$ cat src/rtl/timer_apb_pkg.sv
// timer_apb_pkg: shared definitions for the timer APB front-end.
// FSM state encoding, timer register indices and the wait-state limit.
package timer_apb_pkg;

  // Bus-interface FSM states
  typedef enum logic {
    IDLE   = 1'b0,
    ACCESS = 1'b1
  } state_e;

  // Register indices as seen on o_addr (paddr[5:2])
  localparam logic [3:0] TCNT_0  = 4'h0;
  localparam logic [3:0] TCNT_1  = 4'h1;
  localparam logic [3:0] TCORA_0 = 4'h2;
  localparam logic [3:0] TCORA_1 = 4'h3;
  localparam logic [3:0] TCORB_0 = 4'h4;
  localparam logic [3:0] TCORB_1 = 4'h5;
  localparam logic [3:0] TCCR_0  = 4'h6;
  localparam logic [3:0] TCCR_1  = 4'h7;
  localparam logic [3:0] TCR_0   = 4'h8;
  localparam logic [3:0] TCR_1   = 4'h9;
  localparam logic [3:0] TCSR_0  = 4'hA;
  localparam logic [3:0] TCSR_1  = 4'hB;

  // Largest wait-state count the 3-bit access counter can express
  localparam int WAIT_STATES_MAX = 7;

endpackage

$ cat src/rtl/timer_apb_decode.sv
// timer_apb_decode: combinational APB address decode.
// Word-spaced registers: index is paddr[5:2]; the byte lane bits are ignored.
// An address is mapped only if all bits above bit 5 are zero and the index
// falls below NUM_REGS.
module timer_apb_decode #(
  parameter int APB_AW   = 12,
  parameter int NUM_REGS = 12
) (
  input  logic [APB_AW-1:0] i_paddr,
  output logic [3:0]        o_idx,
  output logic              o_valid
);

  localparam logic [4:0] NUM_REGS_W = 5'(NUM_REGS);

  // Byte-lane bits carry no information for word registers
  logic unused_byte_lane;
  assign unused_byte_lane = ^i_paddr[1:0];

  assign o_idx   = i_paddr[5:2];
  assign o_valid = ((i_paddr >> 6) == '0) && ({1'b0, o_idx} < NUM_REGS_W);

endmodule

$ cat src/rtl/timer_apb_if.sv
// timer_apb_if: APB3 slave front-end for the 8-bit dual-channel timer.
// Turns APB setup/access transfers into o_wren/o_addr/o_datain strobes and
// returns i_reg_rdata on reads, with WAIT_STATES extra access cycles.
// Optional macro TIMER_APB_SLVERR_EN: drive o_pslverr for unmapped addresses;
// when undefined o_pslverr is tied low (unmapped accesses are still harmless).
module timer_apb_if
  import timer_apb_pkg::*;
#(
  parameter int APB_AW      = 12,
  parameter int WAIT_STATES = 1,
  parameter int NUM_REGS    = 12
) (
  input  logic              i_clk_sys,
  input  logic              i_rst_n,
  input  logic              i_psel,
  input  logic              i_penable,
  input  logic              i_pwrite,
  input  logic [APB_AW-1:0] i_paddr,
  input  logic [31:0]       i_pwdata,
  output logic [31:0]       o_prdata,
  output logic              o_pready,
  output logic              o_pslverr,
  output logic              o_wren,
  output logic [7:0]        o_addr,
  output logic [7:0]        o_datain,
  input  logic [7:0]        i_reg_rdata
);

  // Out-of-range settings saturate rather than wrap the 3-bit counter
  localparam int         WS_EFF    = (WAIT_STATES > WAIT_STATES_MAX) ? WAIT_STATES_MAX : WAIT_STATES;
  localparam logic [2:0] WAIT_LAST = 3'(WS_EFF);

  state_e     state_q, state_d;
  logic [2:0] cnt_q, cnt_d;
  logic       write_q, write_d;
  logic       valid_q, valid_d;
  logic [3:0] addr_q, addr_d;
  logic [7:0] datain_q, datain_d;

  logic [3:0] dec_idx;
  logic       dec_valid;
  logic       done;
  logic       ready;

  // Upper write-data bits have no destination in the 8-bit register file
  logic unused_pwdata_hi;
  assign unused_pwdata_hi = ^i_pwdata[31:8];

  timer_apb_decode #(
    .APB_AW   (APB_AW),
    .NUM_REGS (NUM_REGS)
  ) u_decode (
    .i_paddr (i_paddr),
    .o_idx   (dec_idx),
    .o_valid (dec_valid)
  );

  // Completion is decoded straight from registered state so the master sees
  // o_pready in the same cycle the last wait state expires.
  assign done  = (cnt_q == WAIT_LAST);
  assign ready = (state_q == ACCESS) && done && i_psel && i_penable;

  assign o_pready = ready;
  assign o_wren   = ready && write_q && valid_q;
  assign o_prdata = (ready && !write_q && valid_q) ? {24'b0, i_reg_rdata} : 32'b0;
  assign o_addr   = {4'b0, addr_q};
  assign o_datain = datain_q;

`ifdef TIMER_APB_SLVERR_EN
  assign o_pslverr = ready && !valid_q;
`else
  assign o_pslverr = 1'b0;
`endif

  // Next-state: capture on setup, count wait states, leave on done or abort
  always_comb begin
    state_d  = state_q;
    cnt_d    = cnt_q;
    write_d  = write_q;
    valid_d  = valid_q;
    addr_d   = addr_q;
    datain_d = datain_q;
    case (state_q)
      IDLE: begin
        // psel with penable already high is a protocol error and is ignored
        if (i_psel && !i_penable) begin
          state_d  = ACCESS;
          cnt_d    = 3'd0;
          write_d  = i_pwrite;
          valid_d  = dec_valid;
          addr_d   = dec_idx;
          datain_d = i_pwdata[7:0];
        end
      end
      ACCESS: begin
        if (!(i_psel && i_penable)) begin
          state_d = IDLE;
        end else if (done) begin
          state_d = IDLE;
        end else begin
          cnt_d = cnt_q + 3'd1;
        end
      end
      default: state_d = IDLE;
    endcase
  end

  // State registers with synchronous active-low reset
  always_ff @(posedge i_clk_sys) begin
    if (!i_rst_n) begin
      state_q  <= IDLE;
      cnt_q    <= 3'd0;
      write_q  <= 1'b0;
      valid_q  <= 1'b0;
      addr_q   <= 4'd0;
      datain_q <= 8'd0;
    end else begin
      state_q  <= state_d;
      cnt_q    <= cnt_d;
      write_q  <= write_d;
      valid_q  <= valid_d;
      addr_q   <= addr_d;
      datain_q <= datain_d;
    end
  end

endmodule

$ cat config.mk
export PLATFORM = sky130hd
export DESIGN_NAME = timer_apb_if
export DESIGN_NICKNAME = d
export VERILOG_FILES = /design/src/rtl/timer_apb_pkg.sv /design/src/rtl/timer_apb_decode.sv /design/src/rtl/timer_apb_if.sv
export SDC_FILE = /design/constraint.sdc
export NUM_CORES = 1
export LEC_CHECK = 0
export ABC_CLOCK_PERIOD_IN_PS = 2800
export CAP_MARGIN = 20
export CORE_UTILIZATION = 33
export DETAILED_ROUTE_END_ITERATION = 12
export PLACE_DENSITY = 0.89
export SYNTH_ARGS = -nofsm -noshare
export SYNTH_HDL_FRONTEND = slang
export SYNTH_SLANG_ARGS = --single-unit
$ cat constraint.sdc
create_clock -name i_clk_sys -period 2.8 [get_ports i_clk_sys]
set_input_delay 0.84 -clock i_clk_sys [delete_from_list [all_inputs] [get_ports i_clk_sys]]
set_output_delay 0.84 -clock i_clk_sys [all_outputs]
set_load 0.01 [all_outputs]
[Word level (Yosys, flattened, before mapping)]
Index checks and enable logic that the tools add are counted.
Storage, ports and cells
  flip-flop bits (word level): 18
  bits of input ports: 57
  output and inout bits: 51
  word-level logic and storage cells: 37
Cells by class
  $add $sub $neg: 1
  order comparisons: 1
  eq/ne operators: 4
  mux-type cells: 9
  bitwise operators: 1
  reductions and logical operators: 15
Operators by type and width (number)
  $logic_not 12->1: 1
  $logic_and 1x1->1: 10
  $mux 3: 3
  $mux 8: 1
  $pmux 3 s2: 1
  $lt 4x4->1 const B: 1
  $ne 2x2->1 const B: 2
  $add 3x1->3 const B: 1
  $eq 3x1->1 const B: 1
  $mux 1: 3
  $reduce_and 3->1: 1
  $logic_not 1->1: 2
  $ne 2x1->1 const B: 1
  $pmux 1 s2: 1
  $reduce_and 2->1: 1
  $not 1->1: 1

[Depth between registers and ports, before layout]
Gate-level depths: netlist (run 1).
  word-level depth: 7
  mapped depth: 5

[Modules after synthesis]
Synthesis (run 1) repeated with hierarchy kept, for this count alone.
Second synthesis, totals
  cell total of the unflattened synthesis: 149
  area total of the unflattened synthesis: 1188.6 um^2
Modules (own cells, without submodules)
  timer_apb_if: instances 1, cells each 143, area an instance 1136.1 um^2, sequential area each 360.3 um^2
  timer_apb_decode: instances 1, cells each 6, area an instance 52.6 um^2, sequential area each 0.0 um^2

[Least setup slack after synthesis (run 1)]
OpenSTA, ideal clock, no wires.
  path type: input -> output
  from: input i_penable
  to: output o_prdata[0]
  arrival: 1676 ps
  required time: 1960 ps
  slack: 284 ps
  cell stages on the path: 4
  cell sequence: buf_2 -> nand3_1 -> nor4_4 -> and2_1
Between the ends
  word-level cells in the longest chain between the ends: 4
RTL lines
  from (decl): line timer_apb_if.sv:16  | input logic i_penable,
  $logic_and 1x1->1: line timer_apb_if.sv:61  | assign ready = (state_q == ACCESS) && done && i_psel && i_penable;
  $logic_and 1x1->1 (2 in series): line timer_apb_if.sv:65  | assign o_prdata = (ready && !write_q && valid_q) ? {24'b0, i_reg_rdata} : 32'b0;
  $mux 8: line timer_apb_if.sv:65
  to (decl): line timer_apb_if.sv:20  | output logic [31:0] o_prdata,
Every way passes these cells.

[Final worst setup path (run 1)]
  from: input i_psel
  to: output o_prdata[4]
Between the ends
  word-level cells in the longest chain between the ends: 5
RTL lines
  from (decl): line timer_apb_if.sv:15  | input logic i_psel,
  $logic_and 1x1->1 (2 in series): line timer_apb_if.sv:61
  $logic_and 1x1->1 (2 in series): line timer_apb_if.sv:65
  $mux 8: line timer_apb_if.sv:65
Every way passes these cells.

==> results of run 1 <==
## cells in the final DEF (no fill, tap or decap), types with 2 or more instances in the layout
cell type        netlist  final
clkdlybuf4s50_1        0     40
clkbuf_2               1      3
dlygate4sd2_1          0      2
nand3_1                3      2
buf_4                 29     11
nand2_1               33     33
nor4b_1                2      2
nand2b_1               3      3
inv_1                  3      3
ha_1                   2      2
dfxtp_1               18     17
a21oi_1                5      5
clkbuf_4               0      3
buf_2                  2      5
buf_6                  1      4
a21boi_0              14     14
conb_1                 1     29
and2_1                 8      7
## state kept, by name, indices dropped and copies added (netlist names)
name / flops
write_q: 1
o_datain: 8
cnt_q: 3
addr_q: 4
valid_q: 1
state_q: 1
## cell families after synthesis
kind of cell | synth area share, %
other cells | 0.323
buf+inv | 23.0
flops | 31.1
fa+ha+maj | 2.16
simple gates | 27.8
compound gates | 14.8
mux | 0.863
## what timing repair did
action	in CTS	in global routing
pin swaps	2	2
setup buffers	4	1
gates resized for setup	32	13
setup endpoints to repair	10	8
## layer usage
metal | global-route usage, % | part of all wire [%] | up-vias
met5 | 0 | 0 | -
met4 | 2.92 | 0.56 | 0
met3 | 4.20 | 6.6 | 2
met2 | 25.5 | 52 | 36
met1 | 16.2 | 41 | 474
li1 | - | - | 539
## worst reg2reg max path, cell delays in order (launching register included)
cell     delay (ns)
dfxtp_1        0.34
buf_4          0.17
or3b_1         0.60
nor4_2         0.25
a32o_1         0.17
## power groups by stage
stage | Combinational (mW) | Sequential (mW) | Clock, mW
6_report | 0.123 | 0.271 | 0.161
3_5_place_dp | 0.123 | 0.277 | 0
4_1_cts | 0.123 | 0.271 | 0.169
3_3_place_gp | 0.122 | 0.277 | 0
2_1_floorplan | 0.0806 | 0.281 | 0
5_1_grt | 0.138 | 0.273 | 0.174
## cells in the mapped netlist, drive strengths merged
cell type,number
a32o,1
or3b,1
nand2,33
and2,8
nor2,1
nor2b,1
ha,2
conb,1
nand2b,3
nor4,3
or2,1
nor4b,2
nand3,3
o22ai,1
or4b,1
a21oi,5
a211o,1
clkbuf,4
a21boi,15
buf,32
dfxtp,18
nor3b,1
nor4bb,1
mux2i,1
inv,3
o31a,1
## metrics by stage
stage               total power, mW  hold slack [ns]  setup TNS (ns)  setup slack [ns]
finish                        0.555            0.466               0            0.0877
floorplan                     0.361            0.469               0             0.284
global placement              0.399            0.440           -5.15            -0.547
CTS                           0.563            0.472               0            0.0294
global route                  0.585            0.495               0            0.0125
detailed placement            0.400            0.457           -5.57            -0.602
## cell type report
| cell class | instances | area share (%) |
|---|---|---|
| multi-input combinational | 115 | 38.0 |
| timing repair buffer | 65 | 34.5 |
| sequential | 18 | 21.3 |
| tap | 46 | 3.39 |
| inverter | 3 | 0.663 |
| clock buffer | 4 | 2.14 |
## worst paths after layout
| path | startpoint | endpoint | slack (ns) | cells past startpoint |
|---|---|---|---|---|
| max | i_psel | o_prdata[4] | 0.09 | 8 |
| min | addr_q[2] | addr_q[2] | 0.47 | 2 |
| max reg2reg | state_q | valid_q | 1.22 | 4 |
| min reg2reg | addr_q[2] | addr_q[2] | 0.47 | 2 |
==> qor.csv, run 1 <==
stage,metric,value,unit
drt,drt-initial-drc-count,23,
cells_and_area,drive_above_1_share,17.1,%
run_status,outcome,finished clean,
synthesis,syn_inst,144,
floorplan,coreArea,3360,um2
floorplan,die_h,61.3,um
cells_and_area,instances_no_fill,251,
cells_and_area,postLayoutCoreUtil,50.5,%
critical_path,crit_family,buffers and inverters,
sta,relSlewSlack,64.0,%
clock_tree,cts_hold_buffers,0,
critical_path,cp.arrival,1.87,ns
drt,ant_nets,0,
clock_tree,clock_path_buffers,2,
clock_tree,htree_num_levels,1,
clock_tree,clockRootBuffer,clkbuf_4,
floorplan,die_area,3760,um2
cells_and_area,num-fill-cells,358,
critical_path,cp_max_fo,3,
critical_path,cp.required,1.96,ns
floorplan,die_x,61.3,um
grt,grt_pass1_wl,3.88,mm
sta,worst_pin_slew,0.540,ns
drt,vias,1051,
sta,finalCritPeriodShare,96.9,%
clock_tree,cts_buffers,3,
cells_and_area,final_area,1700,um2
cells_and_area,num-nets-final,265,
synthesis,ys_types,32,
power,ir_worst_vdd,0.000186,V
critical_path,critPathSlowestCell,nor4_4,
floorplan,rows,21,
sta,fin_skew,0.00394,ns
place,dp.cells,242,
place,io_buffers,52,
drt,viasPerCell,4.19,
sta,max_freq,0.369,GHz
critical_path,endpoint_kind,primary output,
sta,finalMaxSlewViolations,0,
drt,routed_wl,2.51,mm
synthesis,synth_top_area_cell,dfxtp_1,
power,seqPwrFrac,48.9,%
synthesis,synth_seq_cells,18,
grt,grt_pass1_vias,895,
drt,drc_errors,0,
place,routabilityCongestion,0.786,
sta,rsz0062_at_grt,false,
place,post-dp-hpwl,1.89,mm
power,swShare,25.7,%
synthesis,seq_area_frac_synth,31.1,%
sta,hold_viol_final,0,
clock_tree,cts_sinks,18,
critical_path,crit_chain,clkbuf_2 > nand3_2 > nor4_4 > buf_4 > buf_6 > buf_4 > and2_4 > buf_6,
power,power_frac_comb,22.2,%
clock_tree,cts_tree,done,
clock_tree,clock_latency,0.29,ns
clock_tree,path_clk_slew,0.10,ns
power,switchingPower,0.142,mW
grt,antenna_found_initial,0,
cells_and_area,regArea,362,um2
cells_and_area,syn_to_final_growth,46.4,%
floorplan,start_util,34.5,%
power,power.density,327,nW/um2
synthesis,syn_area,1160,um2
drt,first_pass_iters,3,
power,pwr-share-clk,28.9,%
critical_path,crit_type,in2out,
power,p_int,0.412,mW
drt,wire_per_inst,10.0,um
synthesis,syn_area_per_cell,8.05,um2
power,leakagePower,0.718,nW
run,max_cap_violations,0,
sta,setup_viol,0,
synthesis,netlist.area_leader.share,31.1,%
critical_path,cp_num_buf_inv,5,
grt,grt_start_max_net_pins,22,
cells_and_area,multi_input_area,646,um2
synthesis,ys.warnings.count,0,
sta,layout_min_cycle_time,2.71,ns
critical_path,max_stage_delay,0.28,ns
critical_path,startpoint_type,input pin,
grt,overflow,0,
hold_path,holdCritPathClass,reg2reg,
place,place_area,1650,um2
floorplan,io_pins,108,
synthesis,ys_top_cells_by_area,"dfxtp_1, buf_4, nand2_1, a21boi_0, and2_1",
cells_and_area,n_antenna_cell,0,
grt,grt_usage,14.0,%
Power figures use the tool's default switching activity.
==> run 2: changes to the inputs <==
Settings changed: PLACE_DENSITY 0.89 to 0.86, SKIP_CTS_REPAIR_TIMING from default to 1.
==> run 2 against run 1 <==
Compared with the run above:
- clock-buffer cell count shrank 1
- sequential cell count is the same
- global-route usage shrank 0.92 points
- fmax grew 4.0%
- die area is the same
- critical endpoint is now o_prdata[6]
- highest routed layer is now met3
- first-iteration DRC count shrank 48%
- sequential share of layout area shrank 0.17 points
==> qor.csv, run 2 (synthesis results as in run 1) <==
stage,metric,value,unit
run_status,outcome,finished clean,
cells_and_area,instances_no_fill,246,
grt,overflow,0,
clock_tree,clockRootBuffer,clkbuf_4,
clock_tree,cts_tree,done,
cells_and_area,mostFrequentLayoutCells,"clkdlybuf4s50_1, nand2_1, conb_1, dfxtp_1, a21boi_0",
critical_path,crit_type,reg2out,
sta,rsz0062_at_grt,false,
drt,wire_per_inst,10.2,um
critical_path,cp.required,1.96,ns
cells_and_area,largest_reg_flops,8,
cells_and_area,num-fill-cells,356,
drt,ant_nets,0,
clock_tree,cts_buffers,3,
sta,hold_viol_final,0,
power,leakagePower,0.847,nW
grt,grt_pass1_wl,3.66,mm
place,dp.cells,242,
power,ir_worst_vdd,0.000229,V
place,post-dp-hpwl,1.92,mm
clock_tree,cts_sinks,18,
critical_path,cp.arrival,1.77,ns
critical_path,critPathSlowestCell,dfxtp_1,
hold_path,holdCritPathClass,reg2reg,
critical_path,crit_family,simple AND/OR/NAND/NOR gates,
floorplan,die_area,3760,um2
cells_and_area,num-nets-final,261,
floorplan,rows,21,
grt,grt_usage,13.1,%
drt,vias,1039,
sta,setup_viol,0,
critical_path,cp_max_fo,7,
place,routabilityCongestion,0.793,
cells_and_area,syn_to_final_growth,47.0,%
grt,grt_start_max_net_pins,22,
drt,dr_wl_met2,1.27,mm
floorplan,coreArea,3360,um2
drt,wl_met1,1.00,mm
critical_path,startpoint,cnt_q[0],
critical_path,worst-r2r-setup-slack,1.34,ns
critical_path,cp.depth,6,
place,io_buffers,52,
floorplan,die_x,61.3,um
drt,viasPerCell,4.22,
clock_tree,clock_latency,0.29,ns
sta,finalMaxSlewViolations,0,
floorplan,io_pins,108,
critical_path,startpoint_type,flip-flop,
sta,fin_skew,0.00694,ns
drt,first_pass_iters,4,
sta,holdWs,0.463,ns
critical_path,crit_chain,ha_1 > nand2b_1 > nor4_4 > buf_4 > and2_1 > dlymetal6s2s_1,
clock_tree,htree_num_levels,1,
critical_path,r2r-end,addr_q[0],
cells_and_area,n_antenna_cell,0,
critical_path,cp_num_buf_inv,2,
drt,met3WireLength,223,um
drt,top_layer,met3,
critical_path,max_stage_delay,0.40,ns
clock_tree,path_clk_slew,0.09,ns
grt,grt_pass1_vias,865,
sta,layout_min_cycle_time,2.61,ns
sta,max_freq,0.383,GHz
critical_path,endpoint_kind,primary output,
floorplan,die_h,61.3,um
clock_tree,clock_path_buffers,2,
floorplan,start_util,34.5,%
run,max_cap_violations,0,
cells_and_area,final_common_cell,clkdlybuf4s50_1,
grt,antenna_found_initial,0,
power,power.density,303,nW/um2
drt,drc_errors,0,
drt,routed_wl,2.50,mm
cells_and_area,drive_above_1_share,9.50,%
drt,drt-initial-drc-count,12,
critical_path,crit_end,o_prdata[6],
sta,finalCritPeriodShare,93.2,%
critical_path,reg2reg_depth,5,
critical_path,rr_startpoint,state_q,
hold_path,hp-start,addr_q[2],
## run 2: cell types whose count changed in the layout (fill, tap and decap cells not counted), sizes merged
cell and change:
buf -10, clkbuf -4, dlymetal6s2s +11, dlygate4sd2 -2
## run 2: layer usage
| metal | up-vias | global-route usage (%) |
|---|---|---|
| met5 | - | 0 |
| met4 | 0 | 1.95 |
| met3 | 0 | 3.78 |
| met2 | 52 | 23.9 |
| met1 | 458 | 15.5 |
| li1 | 529 | - |
## run 2: cell type report
class	instances	area [um2]	area share (%)
clock buffers	3	22.5	1.32
multi-input cells	115	643	37.7
well taps	46	57.6	3.37
flip-flops and latches	18	360	21.1
inverters	3	11.3	0.660
repair buffers	61	611	35.8
## run 2: where the power goes
group | internal [mW] | switching (mW)
logic | 0.0683 | 0.0558
clock network | 0.0499 | 0.0720
registers | 0.266 | 0.00556
total | 0.384 | 0.133
## run 2: worst min-delay path by stage
stage | slack (ns) | depth (start not counted) | to
6_report | 0.46 | 2 | addr_q[2]
5_1_grt | 0.49 | 2 | o_datain[6]
4_1_cts | 0.47 | 2 | addr_q[2]
3_5_place_dp | 0.46 | 2 | addr_q[2]
3_3_place_gp | 0.44 | 2 | addr_q[3]
2_1_floorplan | 0.47 | 1 | valid_q
## run 2: worst reg2reg max path, stage by stage (launching register included)
cell      delay, ns
dfxtp_1        0.33
buf_4          0.17
or3b_1         0.47
buf_4          0.22
nand2_1        0.06
a21boi_0       0.08
## run 2: per-stage QoR
stage	setup TNS [ns]	setup slack (ns)	utilization, %	power, mW	cell area, um2
after floorplan	0	0.284	-	0.361	1260
after global placement	-5.41	-0.580	49.0	0.400	1650
after detailed placement	-5.58	-0.600	49.0	0.402	1650
after CTS	-5.60	-0.601	49.7	0.527	1670
after global routing	0	0.0146	50.7	0.556	1710
final	0	0.192	50.7	0.517	1710
==> run 3: changes to the inputs <==
Settings changed: CAP_MARGIN 20 to default.
==> results of run 3 <==
Final layout, timing and power as in run 2 (identical DEF).
